File: src/rtl/thermo_edge_encoder_pipe_if.sv
// Bus between the delay-line sampling registers and the edge encoder:
// edge vector and tolerance in, fine-time code, flags and statistics out.
interface thermo_edge_encoder_pipe_if #(
   parameter int N_BITS = 64,
   parameter int LVL_W  = 4,
   parameter int CNT_W  = 16
);
   localparam int OUT_W = $clog2(N_BITS);

   logic              din_valid;
   logic [N_BITS-1:0] din;
   logic [LVL_W-1:0]  level;
   logic              cnt_clear;
   logic              dout_valid;
   logic [OUT_W-1:0]  dout;
   logic              bubble_o;
   logic              error_o;
   logic              empty_o;
   logic [CNT_W-1:0]  err_cnt;
   logic [CNT_W-1:0]  bubble_cnt;

   modport master (
      output din_valid, din, level, cnt_clear,
      input  dout_valid, dout, bubble_o, error_o, empty_o, err_cnt, bubble_cnt
   );

   modport slave (
      input  din_valid, din, level, cnt_clear,
      output dout_valid, dout, bubble_o, error_o, empty_o, err_cnt, bubble_cnt
   );
endinterface

File: src/rtl/thermo_edge_encoder_pipe.sv
// Two-stage TDC edge encoder: finds the lowest/highest set tap, reports the floor
// midpoint, flags bubbles and out-of-tolerance spreads, and keeps saturating counts.
module thermo_edge_encoder_pipe #(
   parameter int N_BITS = 64,
   parameter int LVL_W  = 4,
   parameter int CNT_W  = 16
) (
   input logic clk,
   input logic reset,
   thermo_edge_encoder_pipe_if.slave bus
);
   localparam int OUT_W = $clog2(N_BITS);
   localparam int CMP_W = (OUT_W > LVL_W) ? OUT_W : LVL_W;

   logic [OUT_W-1:0] loIdx_d, hiIdx_d;
   logic             empty_d;

   logic             valid1_q;
   logic [OUT_W-1:0] loIdx_q, hiIdx_q;
   logic             empty1_q;
   logic [LVL_W-1:0] level1_q;

   logic [OUT_W-1:0] spread;
   logic [OUT_W-1:0] dout_d;
   logic             bubble_d, error_d;

   logic             doutValid_q;
   logic [OUT_W-1:0] dout_q;
   logic             bubble_q, error_q, empty2_q;
   logic [CNT_W-1:0] errCnt_q, bubbleCnt_q;

   // The last matching iteration wins, so scanning downward yields the lowest tap.
   always_comb begin
      loIdx_d = '0;
      hiIdx_d = '0;
      for (int i = N_BITS - 1; i >= 0; i--) begin
         if (bus.din[i]) loIdx_d = OUT_W'(i);
      end
      for (int i = 0; i < N_BITS; i++) begin
         if (bus.din[i]) hiIdx_d = OUT_W'(i);
      end
      empty_d = ~|bus.din;
   end

   always_ff @(posedge clk) begin
      if (reset) begin
         valid1_q <= 1'b0;
         loIdx_q  <= '0;
         hiIdx_q  <= '0;
         empty1_q <= 1'b0;
         level1_q <= '0;
      end else begin
         valid1_q <= bus.din_valid;
         if (bus.din_valid) begin
            loIdx_q  <= loIdx_d;
            hiIdx_q  <= hiIdx_d;
            empty1_q <= empty_d;
            level1_q <= bus.level;
         end
      end
   end

   // An empty vector leaves lo = hi = 0, so the spread (and bubble) is already 0.
   always_comb begin
      spread   = hiIdx_q - loIdx_q;
      bubble_d = (spread != '0);
      error_d  = ~empty1_q & (CMP_W'(spread) >= CMP_W'(level1_q));
      dout_d   = (error_d | empty1_q) ? '0 : loIdx_q + (spread >> 1);
   end

   always_ff @(posedge clk) begin
      if (reset) begin
         doutValid_q <= 1'b0;
         dout_q      <= '0;
         bubble_q    <= 1'b0;
         error_q     <= 1'b0;
         empty2_q    <= 1'b0;
      end else begin
         doutValid_q <= valid1_q;
         if (valid1_q) begin
            dout_q   <= dout_d;
            bubble_q <= bubble_d;
            error_q  <= error_d;
            empty2_q <= empty1_q;
         end
      end
   end

   // Counters sample the visible output flags; clear beats increment.
   always_ff @(posedge clk) begin
      if (reset) begin
         errCnt_q    <= '0;
         bubbleCnt_q <= '0;
      end else if (bus.cnt_clear) begin
         errCnt_q    <= '0;
         bubbleCnt_q <= '0;
      end else begin
         if (doutValid_q && error_q && !(&errCnt_q)) errCnt_q <= errCnt_q + CNT_W'(1);
         if (doutValid_q && bubble_q && !(&bubbleCnt_q)) bubbleCnt_q <= bubbleCnt_q + CNT_W'(1);
      end
   end

   assign bus.dout_valid = doutValid_q;
   assign bus.dout       = dout_q;
   assign bus.bubble_o   = bubble_q;
   assign bus.error_o    = error_q;
   assign bus.empty_o    = empty2_q;
   assign bus.err_cnt    = errCnt_q;
   assign bus.bubble_cnt = bubbleCnt_q;
endmodule
File: src/flat_wrapper.sv
// flat-port wrapper written by rule: the top's interface ports become plain ports
module thermo_edge_encoder_pipe_flat 
#(
   parameter int N_BITS = 64,
   parameter int LVL_W  = 4,
   parameter int CNT_W  = 16
)
  (clk, reset, bus_din_valid, bus_din, bus_level, bus_cnt_clear, bus_dout_valid, bus_dout, bus_bubble_o, bus_error_o, bus_empty_o, bus_err_cnt, bus_bubble_cnt);
  thermo_edge_encoder_pipe_if #(.N_BITS(N_BITS), .LVL_W(LVL_W), .CNT_W(CNT_W)) bus_i ();
  input logic clk;
  input logic reset;
  input wire logic [$bits(bus_i.din_valid)-1:0] bus_din_valid;
  input wire logic [$bits(bus_i.din)-1:0] bus_din;
  input wire logic [$bits(bus_i.level)-1:0] bus_level;
  input wire logic [$bits(bus_i.cnt_clear)-1:0] bus_cnt_clear;
  output wire logic [$bits(bus_i.dout_valid)-1:0] bus_dout_valid;
  output wire logic [$bits(bus_i.dout)-1:0] bus_dout;
  output wire logic [$bits(bus_i.bubble_o)-1:0] bus_bubble_o;
  output wire logic [$bits(bus_i.error_o)-1:0] bus_error_o;
  output wire logic [$bits(bus_i.empty_o)-1:0] bus_empty_o;
  output wire logic [$bits(bus_i.err_cnt)-1:0] bus_err_cnt;
  output wire logic [$bits(bus_i.bubble_cnt)-1:0] bus_bubble_cnt;
  assign bus_i.din_valid = bus_din_valid;
  assign bus_i.din = bus_din;
  assign bus_i.level = bus_level;
  assign bus_i.cnt_clear = bus_cnt_clear;
  assign bus_dout_valid = bus_i.dout_valid;
  assign bus_dout = bus_i.dout;
  assign bus_bubble_o = bus_i.bubble_o;
  assign bus_error_o = bus_i.error_o;
  assign bus_empty_o = bus_i.empty_o;
  assign bus_err_cnt = bus_i.err_cnt;
  assign bus_bubble_cnt = bus_i.bubble_cnt;
  thermo_edge_encoder_pipe #(.N_BITS(N_BITS), .LVL_W(LVL_W), .CNT_W(CNT_W)) u_core (.clk(clk), .reset(reset), .bus(bus_i));
endmodule
File: config.mk
export PLATFORM = sky130hd
export DESIGN_NAME = thermo_edge_encoder_pipe_flat
export DESIGN_NICKNAME = d
export VERILOG_FILES = /design/src/rtl/thermo_edge_encoder_pipe_if.sv /design/src/rtl/thermo_edge_encoder_pipe.sv /design/src/flat_wrapper.sv
export SDC_FILE = /design/constraint.sdc
export NUM_CORES = 1
export LEC_CHECK = 0
export CAP_MARGIN = 20
export CORE_ASPECT_RATIO = 1.25
export CORE_MARGIN = 2
export CORE_UTILIZATION = 45
export CTS_CLUSTER_SIZE = 28
export DETAILED_ROUTE_END_ITERATION = 12
export GPL_TIMING_DRIVEN = 0
export PLACE_DENSITY = 0.76
export SETUP_SLACK_MARGIN = 0.02
export SYNTH_ARGS = -nofsm -noshare
export SYNTH_HDL_FRONTEND = slang
export SYNTH_SLANG_ARGS = --single-unit
File: constraint.sdc
create_clock -name clk -period 5.2 [get_ports clk]
set_input_delay 1.3 -clock clk [delete_from_list [all_inputs] [get_ports clk]]
set_output_delay 1.3 -clock clk [all_outputs]
set_load 0.01 [all_outputs]
## Word level (Yosys, flattened, before mapping)

Cells that the tools add are included.

| storage, ports and cells | value |
|---|---|
| logic and storage cells | 160 |
| ROM bits | 0 |
| output and inout bits | 42 |
| bits in registers | 60 |
| memories kept | 0 |
| input port bits | 72 |
| memory bits (writable) | 0 |
| bits in latches | 0 |

| operators by class | value |
|---|---|
| eq/ne operators | 0 |
| reduce and logical (&&, ||, !) cells | 12 |
| shift operators | 0 |
| multiplexer cells | 128 |
| $add $sub $neg | 4 |
| multipliers | 0 |
| order comparisons | 1 |
| divide/modulo/power cells | 0 |
| bitwise gates (word level) | 3 |

Operator list:

| operator | number |
|---|---|
| 2-to-1 mux 6 bit | 97 |
| 2-to-1 mux 5 bit | 16 |
| OR reduction 64 bit | 1 |
| adder 16 x 1 -> 16 bit (second input constant) | 2 |
| 2-to-1 mux 4 bit | 8 |
| AND reduction 16 bit | 2 |
| 2-to-1 mux 3 bit | 4 |
| adder 6 x 5 -> 6 bit | 1 |
| greater-or-equal comparator 6 x 4 -> 1 bit | 1 |
| nonzero test 6 bit | 1 |
| subtractor 6 bit | 1 |
| logical AND 1 bit | 4 |
| 2-to-1 mux 2 bit | 2 |
| zero test 1 bit | 3 |
| OR reduction 2 bit | 1 |
| AND 1 bit | 1 |
| 2-to-1 mux 1 bit | 1 |
| NOT 1 bit | 1 |
| OR 1 bit | 1 |

## Logic depth before layout (Yosys ltp)

Gate-level depths: netlist (run 1).

| depth | value |
|---|---|
| depth in word-level cells | 64 |
| depth in mapped cells | 13 |
| gate-level depth less buffers | 13 |

## Worst setup path before layout (run 1)

OpenSTA, ideal clock, no wires.

| path | value |
|---|---|
| path kind | input to register |
| start point | input port bus_din[58] |
| end point | register u_core.loIdx_q[3] |
| library setup time | 117 ps |
| data required time | 5083 ps |
| buffers on the path | 0 |
| arrival | 2586 ps |
| stages on the path | 7 |
| slack | 2497 ps |
| cell sequence | or2_2 or3_1 nor2_1 o21ai_1 a21oi_1 o21ai_0 a32o_1 |

| on the way | value |
|---|---|
| cells in the longest elaborated chain, start to end | 59 |

Ends and longest elaborated chain:

| item | RTL line | source |
|---|---|---|
| start, declared | flat_wrapper.sv:13 | `input wire logic [$bits(bus_i.din)-1:0] bus_din;` |
| 2-to-1 mux 6 bit (59 in a row) | thermo_edge_encoder_pipe.sv:37 | `if (bus.din[i]) loIdx_d = OUT_W'(i);` |
| end signal, assigned | thermo_edge_encoder_pipe.sv:55 | `loIdx_q <= loIdx_d;` |
| end, declared | thermo_edge_encoder_pipe.sv:19 | `logic [OUT_W-1:0] loIdx_q, hiIdx_q;` |

No other way between the ends.
A chain may end at the register's enable or synchronous reset.

## Worst setup path in the final report (run 1)

| path | value |
|---|---|
| start point | input port bus_din[44] |
| end point | register u_core.loIdx_q[3] |

| on the way | value |
|---|---|
| cells in the longest elaborated chain, start to end | 45 |

Ends and longest elaborated chain:

| item | RTL line |
|---|---|
| 2-to-1 mux 6 bit (45 in a row) | thermo_edge_encoder_pipe.sv:37 |

No other way between the ends.

==> results of run 1 <==
## layer usage
layer | vias to the layer above | GRT usage
met4 | 0 | 0.09168
met1 | 2057 | 0.2343
li1 | 2217 | -
met2 | 141 | 0.4450
met5 | - | 0
met3 | 29 | 0.03649
## flip-flops by register name (all words and copies together), names as in the netlist
register and count:
u_core.bus.bubble_cnt 16, u_core.bus.err_cnt 16, u_core.bus.dout 6, u_core.hiIdx_q 6
u_core.loIdx_q 6, u_core.level1_q 4, u_core.bus.bubble_o 1, u_core.bus.dout_valid 1
u_core.bus.empty_o 1, u_core.bus.error_o 1, u_core.empty1_q 1, u_core.valid1_q 1
## final timing paths
path,end,slack (ns),cells past startpoint
worst min register to register,u_core.bus.dout[1],0.49,1
worst max-delay path,u_core.loIdx_q[3],2.18,7
worst max register to register,u_core.bus.dout[5],2.20,12
worst min-delay path,u_core.bus.dout[1],0.49,1
## report_power, final
part,total (W),internal (W),switching [W]
clock,0.000430,0.000246,0.000184
sequential,0.000478,0.000469,0.00000880
combinational,0.000226,0.000111,0.000114
total,0.00113,0.000827,0.000307
## cell usage after synthesis, types with 2 or more instances
cell type and n:
nand2_1 30, a21o_1 6, a22o_1 9, o41ai_1 2, or4_1 2, clkbuf_1 8
and4_1 3, and3_1 7, ha_1 16, nor2_1 85, a21oi_1 44, nor3_1 36
o211ai_1 4, a221oi_1 2, o21ai_0 27, mux2i_1 8, o21ai_1 2, o31ai_1 10
nand4_1 7, o2111ai_1 2, buf_6 2, nor4_1 16, a211oi_1 6, inv_1 31
o21bai_1 2, xor2_1 23, nand4b_1 2, nand3_1 26, and2b_1 2, o22ai_1 3
dfxtp_1 60, nor2b_1 7, and2_1 4, xnor2_1 12, o21a_1 2, or3_1 3
o311a_1 2, or2_2 3, fa_1 2, nand2b_1 10
## worst max-delay path, cell delays in order
cell and delay [ns]:
clkdlybuf4s50_1 0.50, nor4_1 0.53, and3_1 0.31, o21ai_1 0.09
a21oi_1 0.16, o21ai_0 0.09, a32o_1 0.26
## kinds of logic after synthesis
family / share of synthesized area
xor gates and xnor gates: 0.07524
buffers and inverters: 0.04146
muxes: 0.01966
DFF: 0.2948
adders and majority gates: 0.05897
AOI/OAI and AO/OA: 0.2131
and+or+nand+nor: 0.2967
## stage by stage
stage	util	setup WS, ns	cells	hold WS, ns	total power, W
floorplan	-	2.497	541	0.4604	0.0005999
global placement	0.6110	1.790	773	0.4683	0.0007075
detailed placement	0.6110	1.822	773	0.4726	0.0007137
CTS	0.6342	2.173	789	0.4934	0.001141
global route	0.6342	1.981	789	0.5110	0.001192
finish	0.6342	2.181	789	0.4926	0.001134
## layout make-up
cell class	count	area, um^2
flip-flops and latches	60	1201
clock inverters	4	47.55
inverters	31	116.4
repair buffers	112	1121
fillers	816	3201
well taps	120	150.1
multi-input cells	440	2704
clock buffers	12	155.1
plain buffers	10	52.55
## cells in the final DEF, fill, tap and decap left out, drive strengths merged, types with 3 or more instances in the layout
cell,synthesis,routed
nor2,85,85
nand3,27,27
nor3,36,36
xnor2,12,12
a211oi,6,6
and2,4,4
nand4,7,7
a21o,6,6
mux2i,8,8
o211ai,4,4
nor4,16,16
o22ai,3,3
or2,3,3
a21oi,44,44
a22o,9,9
or3,3,3
nand2,30,30
and3,7,7
o31ai,10,10
inv,31,31
and4,3,3
o21ai,29,29
ha,16,16
clkbuf,8,20
nand2b,10,10
nor2b,7,7
dfxtp,60,60
clkdlybuf4s50,0,112
xor2,23,23
==> results.json, run 1 <==
{
  "dr.first_iter.drc_count": 162,
  "synthesis.area_um2": 4074,
  "clock.fmax_mhz": 331.2,
  "clkLatencyLatePin_ns": 0.34,
  "cp-start-kind": "input pin",
  "cts_resized": 0,
  "final_nets": 754,
  "path_class": "in -> reg",
  "wl_per_cell_um": 13.82,
  "wl_met2_um": 5939,
  "timing.rr.start": "u_core.loIdx_q[0]",
  "via_per_inst": 5.632,
  "start_util": 0.4657,
  "synth_area_per_cell_um2": 7.530,
  "yosys.area.top_type": "dfxtp_1",
  "skew_ns": 0.009735,
  "setup_viol": 0,
  "grt_overflow": 0,
  "slew_headroom": 0.5165,
  "wl_met3_um": 511,
  "final_cell_area_um2": 5548,
  "clockBufferDepth": 2,
  "grt_pass1_wl_um": 18020,
  "ys_seq_area_frac": 0.2948,
  "vias": 4444,
  "synthToLayoutAreaGrowth_pct": 36.18,
  "cts_buffers": 9,
  "die-width_um": 89.10,
  "arrival_ns": 3.25,
  "place.gp.congestion": 0.8762,
  "grt_start_max_net_pins": 11,
  "drtAntennaViolNets": 0,
  "wl_met1_um": 4161,
  "cts_sinks": 60,
  "synth.top_cell.area_share": 0.2948,
  "cts_root_buf": "clkbuf_8",
  "worstMarginPinSlew_ns": 0.7186,
  "top_layer_used": "met4",
  "cts_setup_buffers": 0,
  "layout-drive-gt1-share": 0.03587,
  "hold_viol_final": 0,
  "postCtsHoldBufs": 0,
  "yosysWarnings": 0,
  "cap_violations": 0,
  "post-route-period-util": 0.5806,
  "critPathLaunch": "bus_din[44]",
  "post-route-min-period_ns": 3.019,
  "drt-total-wl_um": 10910,
  "die-area_um2": 9835,
  "clk_pin_slew_ns": 0.07,
  "die_h_um": 110.4,
  "pin_count": 114,
  "tritoncts": "yes",
  "synth_edf_count": 0,
  "p_per_area_nw_per_um2": 204.4,
  "drc_errors": 0,
  "port_buffers": 112,
  "core-area_um2": 8748,
  "htreeDepth": 3,
  "dp_hpwl_um": 8831,
  "synth_cells": 541,
  "async_reset_ff_frac": 0,
  "diodes": 0,
  "cellLeakagePower_nw": 2.043,
  "num_rows": 38,
  "grt_pass1_vias": 4307,
  "hold_start": "u_core.bus.dout[1]",
  "status": "finished, final reports clean",
  "crit_fanout": 6,
  "grt_usage": 0.2278,
  "slew_violations": 0,
  "rsz0062_at_grt": "false",
  "drtPass1Iterations": 5,
  "synthTopCellsByArea": "dfxtp_1, nor2_1, a21oi_1, xor2_1, ha_1",
  "required_ns": 5.43,
  "setup_tns_ns": 0,
  "ir_drop_v": 0.0001131,
  "endpoint_kind": "flip-flop",
  "ys.flop_type": "dfxtp_1",
  "place_area_um2": 5345,
  "synth_cell_types": 53,
  "antenna_found_initial": 0,
  "postSynthNetCount": 631,
  "hold_path.class": "reg -> reg",
  "synth-seq-cells": 60
}
Power figures use the tool's default switching activity.
==> inputs of run 2 (changes only) <==
Clock period 5.2 ns to 2.8 ns, I/O delays scaled along.
==> results.json, run 2 (same netlist as run 1, synthesis figures left out) <==
{
  "post-route-min-period_ns": 2.672,
  "wl_per_cell_um": 14.00,
  "crit_fanout": 3,
  "rsz0062_at_grt": "false",
  "drc_errors": 0,
  "final_core_util": 0.6417,
  "core-area_um2": 8748,
  "cts_buffers": 9,
  "multi_input_area_um2": 2753,
  "place_area_um2": 5345,
  "final_cell_area_um2": 5614,
  "diodes": 0,
  "status": "finished, final reports clean",
  "port_buffers": 112,
  "layout-drive-gt1-share": 0.05365,
  "tritoncts": "yes",
  "worstMarginPinSlew_ns": 0.7282,
  "required_ns": 3.04,
  "dp_hpwl_um": 8831,
  "die_h_um": 110.4,
  "ir_drop_v": 0.0002160,
  "num_rows": 38,
  "arrival_ns": 2.91,
  "via_per_inst": 5.608,
  "clockBufferDepth": 2,
  "vias": 4436,
  "drtPass1Iterations": 5,
  "post-route-period-util": 0.9544,
  "hold_slack_ns": 0.4923,
  "cts_sinks": 60,
  "fillers": 810,
  "die-width_um": 89.10,
  "hold_path.class": "reg -> reg",
  "seq_area_um2": 1204,
  "grt_overflow": 0,
  "clk_pin_slew_ns": 0.07,
  "clkLatencyLatePin_ns": 0.34,
  "place.gp.congestion": 0.8762,
  "endpoint_kind": "flip-flop",
  "synthToLayoutAreaGrowth_pct": 37.81,
  "die-area_um2": 9835,
  "final_cell_mix": "clkdlybuf4s50_1, nor2_1, dfxtp_1",
  "drt-total-wl_um": 11070,
  "cap_violations": 0,
  "cellLeakagePower_nw": 2.071,
  "htreeDepth": 3,
  "final_nets": 756,
  "setup_viol": 0,
  "grt_pass1_wl_um": 18060,
  "drtAntennaViolNets": 0,
  "grt_start_max_net_pins": 11,
  "start_util": 0.4657,
  "skew_ns": 0.009971,
  "p_per_area_nw_per_um2": 380.6,
  "grt_usage": 0.2283,
  "clock.fmax_mhz": 374.2,
  "pin_count": 114,
  "grt_pass1_vias": 4305,
  "antenna_found_initial": 0,
  "power_w": 0.002137,
  "path_class": "reg -> reg",
  "dr.first_iter.drc_count": 156,
  "hold_viol_final": 0,
  "slew_headroom": 0.5101,
  "cp-start-kind": "flip-flop",
  "cts_root_buf": "clkbuf_8",
  "slew_violations": 0,
  "mostFrequentLayoutCell": "clkdlybuf4s50_1"
}
-- run 2: timing repair --
| item | CTS | global route |
|---|---|---|
| hold buffers | 0 | 0 |
| pin swaps | 2 | 1 |
| setup buffers | 1 | 1 |
| resized for setup | 3 | 7 |
| hold endpoints to repair | 0 | 0 |
| setup endpoints to repair | 5 | 1 |
-- run 2: final cells by class --
type | count | area share
inverter | 31 | 0.02073
tap | 120 | 0.02674
clock buffer | 12 | 0.02764
clock inverter | 4 | 0.008469
timing repair buffer | 114 | 0.2024
buffer | 10 | 0.009360
multi-input combinational | 440 | 0.4903
sequential | 60 | 0.2144
-- run 2: layer usage --
| metal | GRT usage | wire [um] |
|---|---|---|
| met1 | 0.2339 | 4266 |
| met2 | 0.4481 | 5973 |
| met3 | 0.03649 | 509 |
| met4 | 0.08955 | 323 |
| met5 | 0 | 0 |
-- run 2: critical path: stages (launching register included) --
cell	delay [ns]
dfxtp_2	0.37
ha_1	0.18
inv_1	0.06
fa_2	0.36
xnor2_2	0.17
inv_1	0.10
ha_1	0.29
a21o_1	0.19
a21o_1	0.19
a21o_1	0.19
a21oi_1	0.18
xnor2_1	0.09
a22o_1	0.20
-- run 2: path summary, 6_finish.rpt --
path | from | to | slack, ns | depth (start not counted)
setup / recovery | u_core.loIdx_q[0] | u_core.bus.dout[5] | 0.13 | 12
hold / removal | u_core.bus.dout[1] | u_core.bus.dout[1] | 0.49 | 1
setup reg to reg | u_core.loIdx_q[0] | u_core.bus.dout[5] | 0.13 | 12
hold reg to reg | u_core.bus.dout[1] | u_core.bus.dout[1] | 0.49 | 1
-- run 2: where the power goes --
group	leakage [nW]	internal, W	switching, W	total, W
sequential	0.488	0.000872	0.0000167	0.000889
clock	0.102	0.000457	0.000345	0.000802
combinational	1.48	0.000224	0.000222	0.000446
total	2.07	0.00155	0.000584	0.00214
-- run 2: stage by stage --
stage | TNS [ns] | cells | setup slack, ns
floorplan | 0 | 541 | 0.2137
finish | 0 | 791 | 0.1277
detailed placement | -0.1721 | 773 | -0.1721
global placement | -0.08704 | 773 | -0.07710
global route | 0 | 791 | 0.002192
CTS | 0 | 790 | 0.07077
==> inputs of run 3 (changes only) <==
Settings changed: GPL_ROUTABILITY_DRIVEN set to 0, TNS_END_PERCENT set to 100.
==> results.json, run 3 (same netlist as run 1, synthesis figures left out) <==
{
  "worstPathCellList": "ha_1 -> inv_1 -> fa_2 -> xnor2_2 -> inv_1 -> ha_1 -> a21o_1 -> a21o_1 -> a21o_1 -> a21oi_2 -> xnor2_1 -> a22o_1",
  "cts_root_buf": "clkbuf_8",
  "fillers": 809,
  "num_rows": 38,
  "cpMostUsedCell": "a21o_1",
  "slew_headroom": 0.5120,
  "dr.first_iter.drc_count": 156,
  "clockBufferDepth": 2,
  "post-route-period-util": 0.9476,
  "setup_viol": 0,
  "drt-total-wl_um": 10980,
  "cp-start-kind": "flip-flop",
  "antenna_found_initial": 0,
  "tritoncts": "yes",
  "path_buf_inv": 2,
  "final_nets": 755,
  "skew_ns": 0.008747,
  "grt_pass1_vias": 4215,
  "clkLatencyLatePin_ns": 0.34,
  "required_ns": 3.03,
  "final_cell_area_um2": 5595,
  "hold_viol_final": 0,
  "synthToLayoutAreaGrowth_pct": 37.35,
  "pin_count": 114,
  "path_class": "reg -> reg",
  "grt_overflow": 0,
  "cts_sinks": 60,
  "timing.rr.start": "u_core.loIdx_q[0]",
  "wl_per_cell_um": 13.89,
  "core-area_um2": 8748,
  "dp_hpwl_um": 8786,
  "start_util": 0.4657,
  "arrival_ns": 2.88,
  "cellLeakagePower_nw": 2.057,
  "hold_path.class": "reg -> reg",
  "p_per_area_nw_per_um2": 377.7,
  "vias": 4427,
  "drtPass1Iterations": 4,
  "finalNonFillerCells": 790,
  "grt_usage": 0.2263,
  "place_area_um2": 5345,
  "critPathLaunch": "u_core.loIdx_q[0]",
  "mostFrequentLayoutCell": "clkdlybuf4s50_1",
  "rsz0062_at_grt": "false",
  "crit_fanout": 3,
  "path_delay_family": "compound AO/OA/AOI/OAI gates",
  "post-route-min-period_ns": 2.653,
  "port_buffers": 112,
  "clk_pin_slew_ns": 0.06,
  "slew_violations": 0,
  "diodes": 0,
  "final_cell_mix": "clkdlybuf4s50_1, nor2_1, dfxtp_1",
  "status": "finished, final reports clean",
  "endpoint_kind": "flip-flop",
  "clock.fmax_mhz": 376.9,
  "grt_start_max_net_pins": 12,
  "slowest_stage": "dfxtp_2",
  "cap_violations": 0,
  "drtAntennaViolNets": 0,
  "die_h_um": 110.4,
  "cts_buffers": 9,
  "die-width_um": 89.10,
  "htreeDepth": 3,
  "die-area_um2": 9835,
  "drc_errors": 0,
  "via_per_inst": 5.604,
  "worstMarginPinSlew_ns": 0.7253,
  "critPathMaxStageDelay_ns": 0.38,
  "grt_pass1_wl_um": 17840,
  "hold_start": "u_core.bus.dout[0]",
  "layout-drive-gt1-share": 0.05075,
  "ir_drop_v": 0.0001803,
  "place_inst": 773
}
[run 3: cell count changes in the layout (fill, tap and decap cells not counted), sizes merged]
cell,previous run,this run
clkinvlp,1,2
buf,4,3
clkbuf,20,18
clkinv,2,3
[run 3: where the power goes]
group	internal [W]	switching, W	total [W]
registers	0.000872	0.0000168	0.000889
clock network	0.000433	0.000352	0.000785
logic	0.000218	0.000222	0.000440
[run 3: repair_timing]
action | 4_1_cts | 5_1_grt
endpoints found under the setup margin | 6 | 6
pin swaps | 1 | 1
hold endpoints to repair | 0 | 0
cloned | 0 | 0
resized for setup | 1 | 7
setup buffers | 1 | 0
hold buffers | 0 | 0
[run 3: final timing paths]
| kind | end | slack [ns] | cells after the start |
|---|---|---|---|
| setup / recovery | u_core.bus.dout[5] | 0.15 | 12 |
| setup reg to reg | u_core.bus.dout[5] | 0.15 | 12 |
| hold reg to reg | u_core.bus.dout[0] | 0.49 | 1 |
| hold / removal | u_core.bus.dout[0] | 0.49 | 1 |
[run 3: per-stage QoR]
| stage | setup slack, ns | total power, W | hold WS (ns) | utilization | TNS [ns] |
|---|---|---|---|---|---|
| 2_1_floorplan | 0.2137 | 0.001114 | 0.4604 | - | 0 |
| 3_3_place_gp | -0.07531 | 0.001314 | 0.4679 | 0.6110 | -0.08590 |
| 3_5_place_dp | -0.1555 | 0.001326 | 0.4780 | 0.6110 | -0.1727 |
| 4_1_cts | 0.02607 | 0.002116 | 0.4982 | 0.6357 | 0 |
| 5_1_grt | 0.03201 | 0.002222 | 0.4990 | 0.6396 | 0 |
| 6_report | 0.1467 | 0.002114 | 0.4873 | 0.6396 | 0 |
[run 3: area by class of cell]
class | instances | area [um^2] | area share
multi-input combinational | 440 | 2743 | 0.4902
sequential | 60 | 1204 | 0.2151
clock inverter | 6 | 63.81 | 0.01140
tap | 120 | 150.1 | 0.02683
inverter | 31 | 116.4 | 0.02080
buffer | 10 | 52.55 | 0.009392
timing repair buffer | 113 | 1129 | 0.2017
clock buffer | 10 | 137.6 | 0.02460
[run 3: routing by layer]
metal | up-vias | track usage | wire length [um]
li1 | 2214 | - | -
met3 | 25 | 0.03946 | 498
met4 | 0 | 0.1055 | 320
met2 | 129 | 0.4302 | 5844
met1 | 2059 | 0.2350 | 4312
met5 | - | 0 | 0
==> RTL edit: new RTL, settings of run 2 <==
`CNT_W` is set to 16 in 3 places; all go to 14.
--- a/src/rtl/thermo_edge_encoder_pipe_if.sv
+++ b/src/rtl/thermo_edge_encoder_pipe_if.sv
@@ -3,7 +3,7 @@
 interface thermo_edge_encoder_pipe_if #(
    parameter int N_BITS = 64,
    parameter int LVL_W  = 4,
-   parameter int CNT_W  = 16
+   parameter int CNT_W  = 14
 );
    localparam int OUT_W = $clog2(N_BITS);
 
--- a/src/rtl/thermo_edge_encoder_pipe.sv
+++ b/src/rtl/thermo_edge_encoder_pipe.sv
@@ -3,7 +3,7 @@
 module thermo_edge_encoder_pipe #(
    parameter int N_BITS = 64,
    parameter int LVL_W  = 4,
-   parameter int CNT_W  = 16
+   parameter int CNT_W  = 14
 ) (
    input logic clk,
    input logic reset,
--- a/src/flat_wrapper.sv
+++ b/src/flat_wrapper.sv
@@ -3,7 +3,7 @@
 #(
    parameter int N_BITS = 64,
    parameter int LVL_W  = 4,
-   parameter int CNT_W  = 16
+   parameter int CNT_W  = 14
 )
   (clk, reset, bus_din_valid, bus_din, bus_level, bus_cnt_clear, bus_dout_valid, bus_dout, bus_bubble_o, bus_error_o, bus_empty_o, bus_err_cnt, bus_bubble_cnt);
   thermo_edge_encoder_pipe_if #(.N_BITS(N_BITS), .LVL_W(LVL_W), .CNT_W(CNT_W)) bus_i ();
Ports: changed (resized bus_bubble_cnt and bus_err_cnt); port bits go from 114 to 110. The function was not compared with the original's and may differ.
==> RTL edit against run 2 <==
  * Core utilization is 2.8 points lower
  * Sequential cell count shrank 4
  * Cell area decreased by 6.5%
  * Worst setup slack lost 0.0086 ns
  * Power shrank 20%
  * Fmax decreased by 0.32%
  * First-iteration DRC count down 20%
  * Global-route usage is 1.4 points lower
  * Critical path depth shrank 1
  * Routed wire length down 6.2%
  * Synthesized area down 3.6%
  * Count of clock-buffer cells in the layout fell by 5
  * Clock skew increased by 0.0048 ns
  * Critical endpoint unchanged
==> RTL edit: results <==
[outcome]
outcome = "finished, final reports clean"

[synthesis]
post_synth_main_area_contributors = "sky130_fd_sc_hd__dfxtp_1 (29%), sky130_fd_sc_hd__nor2_1 (8.5%), sky130_fd_sc_hd__ha_1 (5.1%)"
ys_seq_area_share_pct = 28.6

[grt]
groute.layer.met3.usage_pct = 2.67
grt_pass1_vias = 3865
grt_first_pass_wirelength_um = 16600
grtUsageMet1_pct = 24.1

[worst_setup_path]
worst_path_arrival_ns = 2.90
startpoint_of_the_most_critical_register_to_register_path = "u_core.loIdx_q[1]$_SDFFE_PP0P_"

[layout]
drive_above_1_share_pct = 5.54
final_area_sq_um = 5250
clk_share_pct = 1.62
nMultiInputCombCells = 416
fin_cells = 732
clockBufferCount = 7
multi_input_comb_area_sq_um = 2660
bufAreaShareNonClock_pct = 21.5

[power_and_ir_drop]
worst_ir_drop_vdd_v = 0.000208
power_leakage_nw = 1.92

[cts]
clk_latency_ns = 0.31
htree_levels = 2
clk_pin_slew_ns = 0.10
clock_buffers_created_by_tritoncts = 5

[routing]
drtPass1Iterations = 4
avgRoutedWirePerCell_um = 14.2
total_length_of_routed_met2_wires_um = 5660
met3WireLength_um = 368
met1Wirelength_um = 4190

[placed_design]
place.port_buffers = 107

[worst_hold_path]
worst_hold_startpoint = "u_core.loIdx_q[4]$_SDFFE_PP0P_"
RTL edit: critical path: stages, from the launching register on:
cell and delay (ns):
sky130_fd_sc_hd__dfxtp_1 0.44, sky130_fd_sc_hd__inv_1 0.14, sky130_fd_sc_hd__fa_1 0.47, sky130_fd_sc_hd__xnor2_2 0.24, sky130_fd_sc_hd__inv_1 0.10, sky130_fd_sc_hd__ha_1 0.29, sky130_fd_sc_hd__a21o_1 0.20, sky130_fd_sc_hd__a21oi_2 0.17
sky130_fd_sc_hd__o21bai_1 0.08, sky130_fd_sc_hd__a21oi_1 0.17, sky130_fd_sc_hd__xnor2_1 0.09, sky130_fd_sc_hd__a22o_1 0.19
RTL edit: cell families (layout without fill, tap and decap cells):
group / Yosys count / in the layout / share of synthesized area [%]
xor gates and xnor gates: 34 / 34 / 7.78
adders and majority gates: 18 / 18 / 6.12
and+or+nand+nor: 226 / 226 / 29.4
AOI/OAI and AO/OA: 130 / 130 / 21.8
buffers and inverters: 43 / 160 / 4.33
DFF: 56 / 56 / 28.6
muxes: 8 / 8 / 2.04
RTL edit: where the power goes:
| part | total, mW | switching, mW | internal, mW |
|---|---|---|---|
| Sequential | 0.829 | 0.0147 | 0.814 |
| Clock | 0.437 | 0.257 | 0.179 |
| Combinational | 0.438 | 0.221 | 0.217 |
RTL edit: stage by stage:
step                setup slack [ns]  power (mW)  hold slack, ns
floorplan                      0.307        1.06           0.435
detailed placement           -0.0201        1.27           0.466
finish                         0.119        1.70           0.480
global route                -0.00551        1.79           0.501
global placement             -0.0422        1.26           0.457
CTS                           0.0492        1.70           0.482
RTL edit: timing repair:
action                                  CTS  global route
pin swaps                                 0             3
endpoints found under the setup margin    1             6
buffers inserted                          0             2
resized for setup                         1             5
